<file path="src/rtl/anode_scan_capture.sv">
// Receive side of the multiplexed 7-seg scan bus: synchronises anode/code, filters glitches,
// demultiplexes into four held digits, and flags order, anode-legality and stale-scan faults.
module anode_scan_capture #(
    parameter int unsigned STABLE_CYCLES  = 4,
    parameter int unsigned TIMEOUT_CYCLES = 200000
) (
    input  logic       clk,
    input  logic       reset,
    input  logic [3:0] anode_n,
    input  logic [3:0] code,
    output logic [3:0] digit1,
    output logic [3:0] digit2,
    output logic [3:0] digit3,
    output logic [3:0] digit4,
    output logic       frame_valid,
    output logic       frame_done,
    output logic       order_err,
    output logic       anode_err,
    output logic       stale
);

    localparam int unsigned SW = $clog2(STABLE_CYCLES + 1);
    localparam int unsigned TW = $clog2(TIMEOUT_CYCLES + 1);
    localparam logic [SW-1:0] STAB_MAX  = SW'(STABLE_CYCLES);
    localparam logic [SW-1:0] STAB_ACC  = SW'(STABLE_CYCLES - 1);
    localparam logic [TW-1:0] TMO_LAST  = TW'(TIMEOUT_CYCLES - 1);
    localparam logic [3:0]    ANODE_OFF = 4'b1111;

    // Two-flop synchronisers
    logic [3:0] anode_s1_q, anode_s2_q;
    logic [3:0] code_s1_q, code_s2_q;

    // Stability filter
    logic [7:0]    pair_prev_q, pair_prev_d;
    logic [SW-1:0] stab_cnt_q, stab_cnt_d;
    logic          acc_flag_q, acc_flag_d;

    // Capture state
    logic [3:0]    digit_q [4];
    logic [3:0]    digit_d [4];
    logic [3:0]    captured_q, captured_d;
    logic [1:0]    last_idx_q, last_idx_d;
    logic          first_flag_q, first_flag_d;
    logic [TW-1:0] tmo_cnt_q, tmo_cnt_d;

    // Registered outputs
    logic frame_valid_q, frame_valid_d;
    logic frame_done_q, frame_done_d;
    logic order_err_q, order_err_d;
    logic anode_err_q, anode_err_d;
    logic stale_q, stale_d;

    logic [7:0] pair;
    logic       same;
    logic       accept;
    logic       is_onehot;
    logic       is_blank;
    logic [1:0] idx;
    logic [3:0] cap_next;

    assign pair = {anode_s2_q, code_s2_q};
    assign same = (pair == pair_prev_q);

    always_ff @(posedge clk) begin
        if (reset) begin
            anode_s1_q <= ANODE_OFF;
            anode_s2_q <= ANODE_OFF;
            code_s1_q  <= 4'h0;
            code_s2_q  <= 4'h0;
        end else begin
            anode_s1_q <= anode_n;
            anode_s2_q <= anode_s1_q;
            code_s1_q  <= code;
            code_s2_q  <= code_s1_q;
        end
    end

    always_comb begin
        is_onehot = 1'b0;
        is_blank  = 1'b0;
        idx       = 2'd0;
        case (anode_s2_q)
            4'b1110: begin is_onehot = 1'b1; idx = 2'd0; end
            4'b1101: begin is_onehot = 1'b1; idx = 2'd1; end
            4'b1011: begin is_onehot = 1'b1; idx = 2'd2; end
            4'b0111: begin is_onehot = 1'b1; idx = 2'd3; end
            4'b1111: is_blank = 1'b1;
            default: ;
        endcase
    end

    // One acceptance per stable pattern; a change of the pair re-arms the filter.
    always_comb begin
        pair_prev_d = pair;
        if (!same) begin
            stab_cnt_d = '0;
        end else if (stab_cnt_q == STAB_MAX) begin
            stab_cnt_d = STAB_MAX;
        end else begin
            stab_cnt_d = stab_cnt_q + SW'(1);
        end
        accept     = same && !acc_flag_q && (stab_cnt_d >= STAB_ACC);
        acc_flag_d = same && (acc_flag_q || accept);
    end

    always_comb begin
        digit_d       = digit_q;
        captured_d    = captured_q;
        last_idx_d    = last_idx_q;
        first_flag_d  = first_flag_q;
        tmo_cnt_d     = tmo_cnt_q;
        frame_valid_d = frame_valid_q;
        stale_d       = stale_q;
        frame_done_d  = 1'b0;
        order_err_d   = 1'b0;
        anode_err_d   = 1'b0;
        cap_next      = captured_q | (4'b0001 << idx);

        if (accept && (is_onehot || is_blank)) begin
            tmo_cnt_d = '0;
            stale_d   = 1'b0;
        end else if (tmo_cnt_q == TMO_LAST) begin
            stale_d       = 1'b1;
            frame_valid_d = 1'b0;
            first_flag_d  = 1'b1;
            captured_d    = 4'h0;
        end else begin
            tmo_cnt_d = tmo_cnt_q + TW'(1);
        end

        if (accept && is_onehot) begin
            digit_d[idx] = code_s2_q;
            // Out-of-order digits are still stored; only the pulse reports them.
            order_err_d  = !first_flag_q && (idx != last_idx_q + 2'd1);
            last_idx_d   = idx;
            first_flag_d = 1'b0;
            if (cap_next == 4'hF) begin
                frame_done_d  = 1'b1;
                frame_valid_d = 1'b1;
                captured_d    = 4'h0;
            end else begin
                captured_d = cap_next;
            end
        end else if (accept && !is_blank) begin
            anode_err_d = 1'b1;
        end
    end

    always_ff @(posedge clk) begin
        if (reset) begin
            pair_prev_q   <= {ANODE_OFF, 4'h0};
            stab_cnt_q    <= '0;
            acc_flag_q    <= 1'b0;
            for (int i = 0; i < 4; i++) begin
                digit_q[i] <= 4'h0;
            end
            captured_q    <= 4'h0;
            last_idx_q    <= 2'd0;
            first_flag_q  <= 1'b1;
            tmo_cnt_q     <= '0;
            frame_valid_q <= 1'b0;
            frame_done_q  <= 1'b0;
            order_err_q   <= 1'b0;
            anode_err_q   <= 1'b0;
            stale_q       <= 1'b0;
        end else begin
            pair_prev_q   <= pair_prev_d;
            stab_cnt_q    <= stab_cnt_d;
            acc_flag_q    <= acc_flag_d;
            digit_q       <= digit_d;
            captured_q    <= captured_d;
            last_idx_q    <= last_idx_d;
            first_flag_q  <= first_flag_d;
            tmo_cnt_q     <= tmo_cnt_d;
            frame_valid_q <= frame_valid_d;
            frame_done_q  <= frame_done_d;
            order_err_q   <= order_err_d;
            anode_err_q   <= anode_err_d;
            stale_q       <= stale_d;
        end
    end

    assign digit1      = digit_q[0];
    assign digit2      = digit_q[1];
    assign digit3      = digit_q[2];
    assign digit4      = digit_q[3];
    assign frame_valid = frame_valid_q;
    assign frame_done  = frame_done_q;
    assign order_err   = order_err_q;
    assign anode_err   = anode_err_q;
    assign stale       = stale_q;

endmodule
</file>
<file path="config.mk">
export PLATFORM = sky130hd
export DESIGN_NAME = anode_scan_capture
export DESIGN_NICKNAME = d
export VERILOG_FILES = /design/src/rtl/anode_scan_capture.sv
export SDC_FILE = /design/constraint.sdc
export NUM_CORES = 1
export LEC_CHECK = 0
export ABC_CLOCK_PERIOD_IN_PS = 2900
export CAP_MARGIN = 5
export CORE_AREA = 10 10 104 106
export DETAILED_ROUTE_END_ITERATION = 7
export DIE_AREA = 0 0 114 116
export GPL_ROUTABILITY_DRIVEN = 1
export SETUP_SLACK_MARGIN = 0.5
export SLEW_MARGIN = 40
export SYNTH_ARGS = -nofsm -noshare
export SYNTH_HDL_FRONTEND = slang
export SYNTH_SLANG_ARGS = --single-unit
</file>
<file path="constraint.sdc">
create_clock -name clk -period 2.9 [get_ports clk]
set_input_delay 0.29 -clock clk [delete_from_list [all_inputs] [get_ports clk]]
set_output_delay 0.29 -clock clk [all_outputs]
set_load 0.005 [all_outputs]
</file>
# Word level (Yosys, flattened, before mapping)
# Index checks and enable logic that the tools add are counted.
# totals
output_inout_bits	21
word_cells	81
ff_bits	74
# op_classes
n_bitwise	3
order_cmp	3
n_mux	21
addsub	3
n_shift	1
eq_ne	11
n_reduce_logical	19
# op_table
op	n
4-bit equality test (second input constant)	5
4-bit 2-to-1 mux	5
18-bit by 1-bit adder with 18-bit output (second input constant)	1
18-bit equality test (second input constant)	1
16-bit bitwise mux	1
1-bit 2-to-1 mux	11
4-bit demux with 2-bit select	1
8-bit equality test	1
1-bit logical AND	8
3-bit 2-to-1 mux	2
2-bit case mux with 3 select lines	1
2-bit OR reduction	3
4-bit by 3-bit equality test with 1-bit output (second input constant)	1
4-bit OR	1
4-bit OR reduction	1
1-bit by 2-bit << shifter with 4-bit output (first input constant)	1
3-bit by 1-bit adder with 3-bit output (second input constant)	1
3-bit equality test (second input constant)	1
3-bit by 2-bit >= comparator with 1-bit output (second input constant)	1
3-bit >= comparator (second input constant)	1
1-bit zero test	3
3-bit by 1-bit less-than comparator with 1-bit output (second input constant)	1
2-bit NOT with 3-bit output	1
2-bit by 1-bit adder with 2-bit output (second input constant)	1
other kinds (6)	7

# Depth between registers and ports, before layout
# logic_depth
ltp_word	9
depth_mapped	11
depth_no_buf	8

# Worst setup path before layout
# Ideal clock, no wire load.
# synth_path
path_type	reg2reg
start	register stab_cnt_q[0]
end	register tmo_cnt_q[10]
setup_time_ps	64
synth_period_minus_slack_ps	1984
stages_incl_launch_ff	12
t_arrival_ps	1920
path_buffers	3
required_time_ps	2836
slack_ps	916
cell_sequence	dfxtp_1 > inv_1 > ha_1 > nor2b_1 > a21oi_1 > nor2_1 > and3_4 > buf_6 > or2_1 > buf_6 > buf_6 > nor2_1
# synth_via
elab_chain_cells	7
elab_cells_between_ends	8
# synth_lines
element	line	text
from (decl)	35	logic [SW-1:0] stab_cnt_q, stab_cnt_d;
from (signal assigned)	168	stab_cnt_q <= stab_cnt_d;
3-bit by 1-bit adder with 3-bit output or 3-bit equality test (tied branches)	100, 97	
3-bit 2-to-1 mux (*)	97	end else if (stab_cnt_q == STAB_MAX) begin
3-bit 2-to-1 mux (*)	95	if (!same) begin
3-bit by 2-bit >= comparator with 1-bit output (*)	102	accept = same && !acc_flag_q && (stab_cnt_d >= STAB_ACC);
1-bit logical AND (*)	102	
1-bit logical AND (*)	119	if (accept && (is_onehot || is_blank)) begin
2-bit OR reduction (no source line) (*)	-	
to (signal assigned)	174	tmo_cnt_q <= tmo_cnt_d;
to (decl)	44	logic [TW-1:0] tmo_cnt_q, tmo_cnt_d;
# Mark *: on every way between the ends. The rest lies on a longest branch, timed or not.
# A chain may end at the register's enable or synchronous reset.

# Worst setup path after layout
# layout_path
start	register anode_s2_q[3]
end	register tmo_cnt_q[11]
# layout_via
elab_chain_cells	6
elab_cells_between_ends	16
# layout_lines
element	line	text
from (decl)	30	logic [3:0] anode_s1_q, anode_s2_q;
from (signal assigned)	72	anode_s2_q <= anode_s1_q;
8-bit equality test, or another cell as far along	62	assign same = (pair == pair_prev_q);
3-bit 2-to-1 mux or 4-bit OR reduction (tied branches)	-	
3-bit by 2-bit >= comparator with 1-bit output or 1-bit 2-to-1 mux (tied branches)	102, 82	
1-bit logical AND or 1-bit logical OR (tied branches)	102, 119	
1-bit logical AND (*)	119	
2-bit OR reduction (no source line) (*)	-	
# Marks and branches as above.

==> results.py <==
metrics = {
    "detailed_routing": {
        "drc": 0,
        "wirelength_um": 5868,
        "drt-wirelength-per-cell_um": 12.87,
        "via_count": 2173,
        "detail-route-antenna-nets": 0,
        "drt-vias-per-instance": 4.765,
        "firstDrtPassIters": 5,
        "initialDrtViolationCount": 150,
    },
    "setup_path": {
        "crit_type": "register to register",
        "regToRegEndpoint": "tmo_cnt_q[11]$_SDFFE_PP0N_",
        "worstRegToRegCells": 7,
        "r2r_setup_slack_ns": 0.75,
        "crit_path_end_kind": "register",
        "cp.arrival_ns": 2.40,
        "start_kind": "register",
        "required_ns": 3.14,
        "regToRegStartpoint": "anode_s2_q[3]$_SDFF_PP1_",
        "cp_max_fo": 19,
    },
    "yosys": {
        "syn_nets": 331,
        "avgSynthCellArea_um2": 9.349,
        "yosys-top-cells-area": "dfxtp_1 (50%), xor2_1 (5.6%), nor2_1 (4.4%), nor2b_1 (3.4%), a21oi_1 (3.0%)",
        "yosysSeqAreaShare_pct": 49.83,
        "synth_top_cell_by_area": "dfxtp_1",
        "ys_types": 41,
        "ys_ff_latch": 74,
        "syn_area_um2": 2973,
        "postSynthCellCount": 318,
        "yosysTopAreaCellShare_pct": 49.83,
        "synth_warnings": 0,
    },
    "place": {
        "numPortBuffers": 30,
        "gp_congestion": 0.7783,
        "place_ws_ns": 0.6207,
        "hpwlAfterDp_um": 3984,
        "post-place-cells": 440,
    },
    "min_path": {
        "hp-class": "primary input to register",
        "hold_path_startpoint": "reset",
        "min_to": "digit1[3]$_SDFFE_PP0P_",
        "hold_depth": 2,
    },
    "cts": {
        "cts_made_buffers": 9,
        "root_buffer": "clkbuf_8",
        "max-clock-path-buffers": 2,
        "cts_tree": "done",
        "post-cts-setup-buffer-count": 0,
        "clkSinkCount": 74,
        "h-tree-depth": 3,
        "clk_latency_ns": 0.36,
        "clk_pin_slew_ns": 0.09,
    },
    "finish": {
        "antennaDiodeCount": 0,
        "syn2layout_area_growth_pct": 18.56,
        "mostFrequentLayoutCells": "dfxtp_1 (71), nor2_1 (34), clkdlybuf4s50_1 (29), nand2_1 (21), xor2_1 (19)",
        "instances_no_fill": 456,
        "drive_above_1_share_pct": 11.49,
        "final_common_cell": "dfxtp_1",
        "num-nets-final": 356,
    },
    "power_and_ir_drop": {
        "switchingPower_uw": 493.7,
        "pwr-share-clk_pct": 41.4,
        "p_per_area_nw_per_um2": 561.4,
        "p_int_uw": 1485,
        "power_frac_seq_pct": 53.4,
        "p_comb_share_pct": 5.2,
        "p_leak_uw": 0.001303,
        "irDropWorstVdd_mv": 0.2850,
        "sw_frac_of_total_pct": 24.95,
    },
    "sta": {
        "skew_ns": 0.01083,
        "fmax_mhz": 464.1,
        "setup_slack_ns": 0.7454,
        "setup_viol": 0,
        "hold_viol_final": 0,
        "fin_crit_ns": 2.155,
        "rsz0062_at_grt": "false",
        "slew_headroom_pct": 65.54,
        "finalCritPeriodShare_pct": 74.30,
        "finalSetupTns_ns": 0,
        "slew_viol_final": 0,
        "worst_pin_slew_ns": 0.5169,
    },
    "grt": {
        "track_usage_pct": 9.375,
        "overflow": 0,
        "grt_start_max_net_pins": 57,
        "grt_pass1_vias": 2113,
        "grt_pass1_wl_um": 10120,
        "grt_antenna_before_repair": 0,
    },
    "floorplan": {
        "io_pins": 31,
        "core_area_um2": 8678,
        "die_w_um": 114,
        "row_count": 34,
        "die_h_um": 116,
        "die-area_um2": 13220,
        "initial_core_util_pct": 34.26,
    },
    "run_status": {
        "outcome": "finished, final reports clean",
    },
    "job": {
        "cap_violations": 0,
    },
}
-- worst max-delay path, stage by stage (launching register included) --
cell and delay (ns):
dfxtp_2 0.45, xor2_1 0.10, nor4_1 0.32, and4_1 0.39, and3_4 0.35, or2_1 0.13, buf_4 0.23, nor2_1 0.07
-- routing by layer --
metal / up-vias / GRT usage [%] / wire (µm)
met5: - / 0 / 0
met4: 0 / 4.344 / 107
met3: 11 / 3.669 / 254
met2: 33 / 14.05 / 2636
met1: 992 / 11.61 / 2869
li1: 1137 / - / -
-- cells by family after synthesis --
group	count (synthesis)	synth area share (%)
compound gates	38	7.703
simple gates	146	26.52
mux	9	3.030
xor+xnor	26	7.660
flops	74	49.83
fa+ha+maj	3	1.263
buf+inv	22	3.998
-- synthesized netlist by cell type (all sizes together) --
cell type	number
dfxtp	74
nor2	36
nand2	21
xor2	19
a21oi	18
nand3	18
nor2b	16
or2	15
clkbuf	11
nand4	11
mux2i	9
o21ai	8
buf	7
xnor2	7
and4	5
inv	4
nor3	4
a211oi	3
and3	3
and4b	3
ha	3
nand2b	3
nor3b	3
a2111oi	2
and3b	2
nor4	2
o221ai	2
or3	2
a211o	1
a21boi	1
a2bb2oi	1
a31o	1
nand3b	1
nor4bb	1
o211ai	1
-- cell type report --
type,instances,area [µm²]
Inverter,4,15.01
Sequential cell,74,1485
Multi-Input combinational cell,222,1375
Clock inverter,7,77.57
Fill cell,884,5154
Clock buffer,9,123.9
Timing Repair Buffer,32,312.8
Tap cell,108,135.1
-- per-stage QoR --
stage	util (%)	power (µW)	cell area [µm²]	hold WS (ns)
floorplan	-	1160	2973	0.3895
CTS	40.54	2001	3518	0.3743
global placement	38.19	1181	3314	0.3913
finish	40.61	1979	3525	0.3893
detailed placement	38.22	1183	3317	0.3929
global route	40.61	2064	3525	0.4082
-- power by group through the flow --
stage | combinational, µW | sequential [µW] | clock, µW
CTS | 103 | 1060 | 841
finish | 102 | 1060 | 819
floorplan | 88.8 | 1070 | 0
detailed placement | 102 | 1080 | 0
global route | 117 | 1060 | 885
global placement | 100 | 1080 | 0
-- how the worst max path moves through the flow --
stage                             start                    endpoint  slack [ns]  depth (start not counted)
6_report       anode_s2_q[3]$_SDFF_PP1_  tmo_cnt_q[11]$_SDFFE_PP0N_        0.75                          7
5_1_grt        anode_s2_q[3]$_SDFF_PP1_   tmo_cnt_q[5]$_SDFFE_PP0N_        0.51                          7
4_1_cts        anode_s2_q[3]$_SDFF_PP1_   tmo_cnt_q[8]$_SDFFE_PP0N_        0.62                          7
3_5_place_dp   anode_s2_q[3]$_SDFF_PP1_  tmo_cnt_q[14]$_SDFFE_PP0N_        0.62                          7
3_3_place_gp   anode_s2_q[3]$_SDFF_PP1_          stale$_SDFFE_PP0P_        0.64                          7
2_1_floorplan  stab_cnt_q[0]$_SDFF_PP0_  tmo_cnt_q[10]$_SDFFE_PP0N_        0.92                         11
-- state kept, by name, indices dropped and copies added, names as in the netlist --
signal	count
stab_cnt_q	3
digit2	4
last_idx_q	2
first_flag_q	1
captured_q	4
frame_done	1
stale	1
anode_err	1
order_err	1
digit3	4
code_s2_q	4
frame_valid	1
pair_prev_q	8
tmo_cnt_q	18
digit4	4
acc_flag_q	1
anode_s1_q	4
digit1	4
code_s1_q	4
anode_s2_q	4
-- what timing repair did --
action                     CTS  global route
hold endpoints to repair     0             0
hold buffers                 0             0
setup endpoints to repair    0            26
gates resized for setup      0             4
(Power assumes the default switching activity.)
